[config.mk]
export PLATFORM = sky130hd
export DESIGN_NAME = smc_ustep_seq
export DESIGN_NICKNAME = d
export VERILOG_FILES = /design/src/rtl/smc_ustep_seq.sv
export SDC_FILE = /design/constraint.sdc
export NUM_CORES = 1
export LEC_CHECK = 0
export ABC_AREA = 0
export CAP_MARGIN = 20
export CORE_AREA = 2 2 110 112
export CTS_BUF_LIST = sky130_fd_sc_hd__clkbuf_4
export DETAILED_ROUTE_END_ITERATION = 10
export DIE_AREA = 0 0 112 114
export PLACE_DENSITY = 0.82
export SLEW_MARGIN = 20
export SYNTH_ARGS = -nofsm -noshare
export SYNTH_HDL_FRONTEND = slang
export SYNTH_SLANG_ARGS = --single-unit
export TNS_END_PERCENT = 20
[constraint.sdc]
create_clock -name QCLK -period 2.98 [get_ports QCLK]
set_clock_uncertainty 0.1 [all_clocks]
set_input_delay 0.596 -clock QCLK [delete_from_list [all_inputs] [get_ports QCLK]]
set_output_delay 0.596 -clock QCLK [all_outputs]
set_load 0.1 [all_outputs]
[src/rtl/smc_ustep_seq.sv]
// Microstep sequencer and Q-bus arbiter for one smc motor; the host always has bus priority.
// Define SMC_USEQ_HOLD_OFF_EN to zero both coil duty words after each command ends.
module smc_ustep_seq #(
   parameter int unsigned MOTOR   = 0,
   parameter logic [6:0]  DC_BASE = 7'h20,
   localparam int unsigned STEP_W = 16,
   localparam int unsigned PH_W   = 6,
   localparam int unsigned ADDR_W = 7,
   localparam int unsigned DATA_W = 16
) (
   input  logic              QCLK,
   input  logic              QRESET,
   input  logic              cmd_valid,
   output logic              cmd_ready,
   input  logic              cmd_dir,
   input  logic [STEP_W-1:0] cmd_steps,
   input  logic [STEP_W-1:0] step_period,
   input  logic              cmd_abort,
   output logic              busy,
   output logic              done,
   output logic [PH_W-1:0]   phase,
   input  logic              host_sel,
   input  logic              host_write,
   input  logic [ADDR_W-1:0] host_addr,
   input  logic [DATA_W-1:0] host_data,
   output logic              QSEL,
   output logic              QWRITE,
   output logic [ADDR_W-1:0] QADDR,
   output logic [DATA_W-1:0] QDATAIN
);

   typedef enum logic [2:0] {
      S_IDLE, S_WAIT, S_ADV, S_WR_A, S_WR_B, S_OFF_A, S_OFF_B
   } state_t;

`ifdef SMC_USEQ_HOLD_OFF_EN
   localparam bit HOLD_OFF = 1'b1;
`else
   localparam bit HOLD_OFF = 1'b0;
`endif

   // Coil A is channel 2*MOTOR, coil B the next channel; channels are two addresses apart.
   localparam logic [ADDR_W-1:0] ADDR_A = ADDR_W'(DC_BASE + ADDR_W'(4 * MOTOR));
   localparam logic [ADDR_W-1:0] ADDR_B = ADDR_W'(ADDR_A + ADDR_W'(2));

   state_t              state_q, state_d;
   logic [STEP_W-1:0]   steps_q, steps_d;
   logic [STEP_W-1:0]   period_q, period_d;
   logic [STEP_W-1:0]   wait_q, wait_d;
   logic                dir_q, dir_d;
   logic                abort_q, abort_d;
   logic [PH_W-1:0]     phase_d;
   logic                done_d, finish, fsm_wr;
   logic [ADDR_W-1:0]   wr_addr;
   logic [DATA_W-1:0]   wr_data;
   logic                bus_sel_d, bus_write_d;
   logic [ADDR_W-1:0]   bus_addr_d;
   logic [DATA_W-1:0]   bus_data_d;

   function automatic logic [7:0] qtab(input logic [4:0] i);
      case (i)
         5'd0:    qtab = 8'd0;
         5'd1:    qtab = 8'd25;
         5'd2:    qtab = 8'd50;
         5'd3:    qtab = 8'd74;
         5'd4:    qtab = 8'd98;
         5'd5:    qtab = 8'd120;
         5'd6:    qtab = 8'd142;
         5'd7:    qtab = 8'd162;
         5'd8:    qtab = 8'd180;
         5'd9:    qtab = 8'd197;
         5'd10:   qtab = 8'd212;
         5'd11:   qtab = 8'd225;
         5'd12:   qtab = 8'd236;
         5'd13:   qtab = 8'd244;
         5'd14:   qtab = 8'd250;
         5'd15:   qtab = 8'd254;
         default: qtab = 8'd255;
      endcase
   endfunction

   // Sign-magnitude duty word; odd quadrants mirror the table, upper half is negative.
   function automatic logic [DATA_W-1:0] duty(input logic [PH_W-1:0] p);
      logic [4:0] idx;
      logic [7:0] mag;
      idx  = p[4] ? (5'd16 - 5'(p[3:0])) : 5'(p[3:0]);
      mag  = qtab(idx);
      duty = {(p[5] && (mag != 8'd0)), 7'd0, mag};
   endfunction

   always_comb begin
      state_d  = state_q;
      steps_d  = steps_q;
      period_d = period_q;
      wait_d   = wait_q;
      dir_d    = dir_q;
      abort_d  = abort_q;
      phase_d  = phase;
      done_d   = 1'b0;
      finish   = 1'b0;
      fsm_wr   = 1'b0;
      wr_addr  = ADDR_A;
      wr_data  = '0;
      case (state_q)
         S_IDLE: if (cmd_valid) begin
            dir_d    = cmd_dir;
            steps_d  = cmd_steps;
            period_d = (step_period == '0) ? STEP_W'(1) : step_period;
            wait_d   = '0;
            abort_d  = 1'b0;
            if (cmd_steps == '0) done_d = 1'b1;
            else                 state_d = S_WAIT;
         end
         S_WAIT: begin
            if (cmd_abort) finish = 1'b1;
            else if (wait_q == period_q - STEP_W'(1)) begin
               wait_d  = '0;
               state_d = S_ADV;
            end else wait_d = wait_q + STEP_W'(1);
         end
         S_ADV: begin
            if (cmd_abort) finish = 1'b1;
            else begin
               phase_d = dir_q ? (phase + PH_W'(1)) : (phase - PH_W'(1));
               state_d = S_WR_A;
            end
         end
         S_WR_A: begin
            if (cmd_abort) abort_d = 1'b1;
            if (!host_sel) begin
               fsm_wr  = 1'b1;
               wr_data = duty(phase);
               state_d = S_WR_B;
            end
         end
         S_WR_B: if (!host_sel) begin
            fsm_wr  = 1'b1;
            wr_addr = ADDR_B;
            wr_data = duty(PH_W'(phase + PH_W'(16)));
            steps_d = steps_q - STEP_W'(1);
            if ((steps_d == '0) || abort_q || cmd_abort) finish = 1'b1;
            else state_d = S_WAIT;
         end
         S_OFF_A: if (!host_sel) begin
            fsm_wr  = 1'b1;
            state_d = S_OFF_B;
         end
         S_OFF_B: if (!host_sel) begin
            fsm_wr  = 1'b1;
            wr_addr = ADDR_B;
            done_d  = 1'b1;
            state_d = S_IDLE;
         end
         default: state_d = S_IDLE;
      endcase
      if (finish) begin
         abort_d = 1'b0;
         if (HOLD_OFF) state_d = S_OFF_A;
         else begin
            state_d = S_IDLE;
            done_d  = 1'b1;
         end
      end
      bus_sel_d   = host_sel | fsm_wr;
      bus_write_d = host_sel ? host_write : fsm_wr;
      bus_addr_d  = host_sel ? host_addr : (fsm_wr ? wr_addr : '0);
      bus_data_d  = host_sel ? host_data : (fsm_wr ? wr_data : '0);
   end

   always_ff @(posedge QCLK or negedge QRESET) begin
      if (!QRESET) begin
         state_q   <= S_IDLE;
         steps_q   <= '0;
         period_q  <= '0;
         wait_q    <= '0;
         dir_q     <= 1'b0;
         abort_q   <= 1'b0;
         phase     <= '0;
         done      <= 1'b0;
         cmd_ready <= 1'b1;
         busy      <= 1'b0;
         QSEL      <= 1'b0;
         QWRITE    <= 1'b0;
         QADDR     <= '0;
         QDATAIN   <= '0;
      end else begin
         state_q   <= state_d;
         steps_q   <= steps_d;
         period_q  <= period_d;
         wait_q    <= wait_d;
         dir_q     <= dir_d;
         abort_q   <= abort_d;
         phase     <= phase_d;
         done      <= done_d;
         cmd_ready <= (state_d == S_IDLE);
         busy      <= (state_d != S_IDLE);
         QSEL      <= bus_sel_d;
         QWRITE    <= bus_write_d;
         QADDR     <= bus_addr_d;
         QDATAIN   <= bus_data_d;
      end
   end

endmodule

Word level (Yosys, flattened, before mapping)

Memories as Yosys holds them, arrays and structs flattened.
Cells that the tools add are included.

Flip-flop bits (word level): 87
Memory bits (read-only): 256
Bits of input ports: 62
Logic and storage cells: 111
Memories: 2

Add/subtract/negate cells: 8
Equal/unequal tests: 12
Multiplexer cells: 50
Bitwise operators: 2
Reduce and logical (&&, ||, !) cells: 23

Memory list:

| memory           | depth | width | read ports | clocked after Yosys merged registers in | wr ports | line | source |
|---|---|---|---|---|---|---|---|
| (name not given) | 16    | 8     | 1          | 0                                       | 0        | 61   | `case (i)` |
| (name not given) | 16    | 8     | 1          | 0                                       | 0        | 61   |  |

Operator list:

| operator                                           | number |
|---|---|
| two-way mux 16 bit                                 | 8 |
| case mux 16 bit (2 select lines)                   | 3 |
| logical NOT 16 bit                                 | 3 |
| two-way mux 8 bit                                  | 6 |
| two-way mux 3 bit                                  | 11 |
| subtractor 16 x 1 -> 16 bit, second input constant | 2 |
| case mux 3 bit (7 select lines)                    | 1 |
| adder 16 x 1 -> 16 bit, second input constant      | 1 |
| == test 16 bit                                     | 1 |
| nonzero test 8 bit                                 | 2 |
| two-way mux 7 bit                                  | 2 |
| two-way mux 1 bit                                  | 12 |
| two-way mux 5 bit                                  | 2 |
| subtractor 5 x 4 -> 5 bit, first input constant    | 2 |
| == test 3 bit, second input constant               | 3 |
| AND reduction 3 bit                                | 3 |
| adder 6 x 1 -> 6 bit, second input constant        | 1 |
| adder 6 x 5 -> 6 bit, second input constant        | 1 |
| == test 3 x 2 -> 1 bit, second input constant      | 2 |
| logical NOT 3 bit                                  | 2 |
| two-way mux 6 bit                                  | 1 |
| != test 2 bit, second input constant               | 3 |
| != test 3 bit, second input constant               | 2 |
| case mux 1 bit (2 select lines)                    | 3 |
| other kinds (12)                                   | 18 |

Logic depth before layout (Yosys ltp)

An unclocked memory read counts as a cell.

Depth after elaboration: 12
Depth in mapped cells: 13
Gate-level depth less buffers: 12

Least setup slack after synthesis

No wires, ideal clock.

Path kind: reg2reg
Start: reg phase[0]
End: reg QDATAIN[15]
Setup time: 128 ps
Arrival time: 3130 ps
Data required time: 2752 ps
Setup slack: -378 ps
Cell stages (with the launch flop): 14
Clock period less this slack: 3358 ps
Cell sequence: dfrtp_1 -> clkbuf_1 -> inv_1 -> ha_1 -> nand2_1 -> o21ai_1 -> inv_1 -> ha_1 -> nor3_1 -> a21oi_1 -> o221ai_1 -> nand4_1 -> nand4_1 -> nand3_1

Longest elaborated chain between the ends: 12
Elaborated cells between the ends (all ways): 20
Classes of those cells: 3 x add/sub; 11 x mux; 4 x reduce/logical; 2 x memory

RTL lines:

| item                                 | line | source |
|---|---|---|
| from (decl)                          | 21   | `output logic [PH_W-1:0] phase,` |
| from (signal assigned)               | 193  | `phase <= phase_d;` |
| adder 6 x 5 -> 6 bit                 | 139  | `wr_data = duty(PH_W'(phase + PH_W'(16)));` |
| subtractor 5 x 4 -> 5 bit            | 86   | `idx = p[4] ? (5'd16 - 5'(p[3:0])) : 5'(p[3:0]);` |
| two-way mux 5 bit                    | 86   |  |
| memory (16 x 8 bit)                  | n/a  |  |
| two-way mux 8 bit                    | 61   |  |
| two-way mux 8 bit                    | 136  | `S_WR_B: if (!host_sel) begin` |
| two-way mux 8 bit                    | 104  | `case (state_q)` |
| nonzero test 8 bit                   | 88   | `duty = {(p[5] && (mag != 8'd0)), 7'd0, mag};` |
| logical AND 1 bit                    | 88   |  |
| case mux 16 bit (2 select lines) (*) | 104  |  |
| two-way mux 16 bit (*) (2 in series) | 167  | `bus_data_d = host_sel ? host_data : (fsm_wr ? wr_data : '0);` |
| named net bus_data_d[15]             | 58   | `logic [DATA_W-1:0] bus_data_d;` |
| to (signal assigned)                 | 200  | `QDATAIN <= bus_data_d;` |
| to (decl)                            | 29   | `output logic [DATA_W-1:0] QDATAIN` |

Mark *: on every way through the listed nets, which the timed path passes. The rest lies on a longest branch. The select of a mux whose other input is x is not followed.
A chain may end at the register's enable or synchronous reset.

Worst setup path after layout

Start: reg period_q[0]
End: reg wait_q[4]

Longest elaborated chain between the ends: 5

RTL lines:

| item                             | line | source |
|---|---|---|
| from (decl)                      | 48   | `logic [STEP_W-1:0] period_q, period_d;` |
| from (signal assigned)           | 189  | `period_q <= period_d;` |
| subtractor 16 x 1 -> 16 bit      | 116  | `else if (wait_q == period_q - STEP_W'(1)) begin` |
| == test 16 bit                   | 116  |  |
| two-way mux 16 bit               | 116  |  |
| two-way mux 16 bit               | 115  | `if (cmd_abort) finish = 1'b1;` |
| case mux 16 bit (2 select lines) | 104  |  |
| to (signal assigned)             | 190  | `wait_q <= wait_d;` |
| to (decl)                        | 49   | `logic [STEP_W-1:0] wait_q, wait_d;` |

Every way passes these cells. The select of a mux whose other input is x is not followed.

==> impl_metrics.ini <==
[placed_design]
postPlaceCellArea_sq_um = 6920
dp_slack_ns = -0.121
place_hpwl_microns = 10900
port_buffers = 95
place_congestion = 0.897

[critical_path]
cpLargestDelayFamily = simple AND/OR/NAND/NOR gates
cp_slowest_cell = or4b_4
crit_path_end_kind = register
setup.worst_path.class = register to register
cp_slowest_stage_delay_ns = 0.49
cp-start-kind = register
crit_path_frequent_cell = buf_4
cp.arrival_ns = 3.41
crit_path_max_fanout = 6
path_cells = inv_2, ha_4, or4b_4, buf_6, a2111oi_4, a31oi_1, o31ai_1, a31oi_2, nor4_4, buf_4, nor2_1, buf_4, a31o_2
required_ns = 3.28
crit_buf_inv = 4

[yosys]
synth-xor-area-share_pct = 6.22
synthAdderAreaFrac_pct = 4.36
ys_warn_count = 0
seq_area_frac_synth_pct = 38.7
synth_area_sq_um = 5630
async_flop_share_pct = 100
avgSynthCellArea_sq_um = 8.43
yosys.area_share.simple_pct = 24.1
synthCells = 668
synth-edff-count = 0
synth_cell_types = 63
synth_top_family_by_area = simple AND/OR/NAND/NOR gates
synth-seq-cells = 87
synth_ff_type = dfrtp_1
syn_nets = 749
synth_compound_area_share_pct = 21.0
muxShareOfSynthArea_pct = 1.33

[routing]
postRouteAntennaNets = 0
drt-initial-drc-count = 499
vias = 5539
drc = 0
dr.pass1.iters = 7
viasPerCell = 5.87
wl_microns = 15000
wl_per_cell_microns = 16.0

[clocking]
cts_max_level = 3
clk-insertion-delay-late_ns = 0.50
clk_pin_slew_worst_paths_ns = 0.17
numCtsBuffers = 9
cts_tree = done
root_buffer = clkbuf_4
hold_buffers = 0
clk_path_buf_depth = 2
cts_sinks = 87

[grt]
grt_pass1_wl_microns = 25300
grtUsageTotal_pct = 24.2
antenna_found_initial = 0
grt_max_degree = 59
grt-ovfl-total = 0
grt_pass1_vias = 5193

[sta]
fin_crit_sh_pct = 104
setup_viol = 17
layout_setup_ws_ns = -0.124
layout_min_cycle_time_ns = 3.10
rsz0062_at_grt = true
slew_violations = 0
max_slew_margin_pct = 42.6
fmax_mhz = 322
finalHoldViolCount = 0
worst_pin_slew_ns = 0.855
hold-worst-slack_ns = 0.0217

[die]
io_pins = 96
die_area_sq_um = 12800
die_h_microns = 114
rows = 40
initial_core_util_pct = 48.1
core_region_area_sq_um = 11700
die_w_microns = 112

[power_and_ir_drop]
pwr-share-clk_pct = 12.2
vdd_drop_max_uv = 1200
p_leak_nw = 3.11
pwr-share-seq_pct = 29.7
p_sw_w = 0.00281
pwr-share-comb_pct = 58.1
swShare_pct = 49.7
p_int_w = 0.00284
power_density_nw_per_um2 = 785

[run]
maxCapViolCount = 0

[layout]
drive_gt1_share_pct = 17.5
multi_input_area_sq_um = 3300
final_area_sq_um = 7200
area_growth_pct = 27.8
final_cell_mix = nand2_1, buf_4, dfrtp_1
nNetsFinal = 872
n_antenna_cell = 0
fin_util_pct = 61.5
final_common_cell = nand2_1
final-seq-area_sq_um = 2180
fillers = 1029

[worst_hold_path]
worstHoldPathType = input pin to async pin

[status]
failed_checks = setup timing
outcome = complete, but fails checks
==> worst register-to-register path, delay by kind of cell (launching register included) <==
kind,cells,cell delay (ns)
and+or+nand+nor,3,0.90
AOI/OAI and AO/OA,5,0.90
buffers and inverters,4,0.56
DFF,1,0.42
adders and majority gates,1,0.13
==> per-stage QoR <==
| step | setup TNS (ns) | power [W] | cells |
|---|---|---|---|
| 3_3_place_gp | -0.535 | 0.00473 | 920 |
| 6_report | -1.09 | 0.00565 | 943 |
| 2_1_floorplan | -0.420 | 0.00401 | 668 |
| 3_5_place_dp | -1.22 | 0.00486 | 920 |
| 5_1_grt | -4.13 | 0.00608 | 943 |
| 4_1_cts | -0.0237 | 0.00559 | 937 |
==> cell families after synthesis <==
family / count (synthesis)
muxes: 7
buffers and inverters: 62
adders and majority gates: 19
and+or+nand+nor: 267
DFF: 87
AOI/OAI and AO/OA: 186
xor gates and xnor gates: 40
==> path summary, 6_finish.rpt <==
check / startpoint / endpoint / slack (ns) / depth (start not counted)
max: period_q[0] / wait_q[4] / -0.12 / 13
min reg2reg: period_q[15] / period_q[15] / 0.42 / 2
max reg2reg: period_q[0] / wait_q[4] / -0.12 / 13
min in group QCLK: period_q[15] / period_q[15] / 0.42 / 2
max in group asynchronous: QRESET / QDATAIN[5] / 2.09 / 2
min: QRESET / wait_q[11] / 0.02 / 1
==> metal layers <==
layer / track usage, % / up-vias / routed length [microns]
met5: 0 / - / 0
met4: 7.89 / 0 / 360
met3: 4.84 / 40 / 717
met2: 41.3 / 179 / 7720
met1: 31.2 / 2646 / 6240
li1: - / 2674 / -
==> what timing repair did <==
item / CTS / global route
pin swaps: 6 / 8
buffers inserted: 1 / 6
setup endpoints to repair: 15 / 19
resized for setup: 8 / 7
==> area by class of cell <==
| cell class | count | area share (%) |
|---|---|---|
| well taps | 147 | 2.56 |
| inverters | 22 | 1.15 |
| repair buffers | 152 | 18.3 |
| flip-flops and latches | 87 | 30.3 |
| multi-input cells | 519 | 45.8 |
| clock buffers | 9 | 0.939 |
| clock inverters | 7 | 0.956 |
==> flip-flops by register name, indices dropped and copies added, names as in the netlist <==
register / cells
wait_q: 16
done: 1
dir_q: 1
cmd_ready: 1
steps_q: 16
period_q: 16
abort_q: 1
QWRITE: 1
QDATAIN: 16
QADDR: 7
busy: 1
state_q: 3
QSEL: 1
phase: 6
==> Yosys cell counts, types with 4 or more instances <==
master,instances,share of area (%)
mux2_2,4,0.80
a31oi_1,11,1.2
nor3b_1,6,0.80
o22ai_1,11,1.2
a22o_1,9,1.4
o31ai_1,8,1.1
a21oi_1,44,3.9
a21o_1,7,0.93
o311ai_0,8,1.2
o21ai_0,49,4.4
and3_1,8,0.89
clkbuf_1,33,2.2
xor2_1,12,1.9
nor4b_1,5,0.78
nor4_1,22,2.4
nor3_1,12,1.1
and2_1,16,1.8
ha_1,18,4.0
xnor2_1,28,4.4
inv_1,22,1.5
nor2b_1,6,0.67
dfrtp_1,86,38
or4_1,4,0.53
nand3_1,21,1.9
o21a_1,8,1.1
o41ai_1,4,0.62
nand2b_1,7,0.78
nand4_1,7,0.78
or2_2,4,0.44
nand2_1,96,6.4
nor2_1,40,2.7
==> power by group through the flow <==
stage               clock, W  combinational, W  sequential, W
floorplan                  0           0.00194        0.00207
global placement           0           0.00305        0.00168
detailed placement         0           0.00317        0.00169
CTS                 0.000710           0.00321        0.00167
global route        0.000765           0.00360        0.00171
finish              0.000690           0.00329        0.00168
Note: power is estimated with default switching activity, not from simulation.
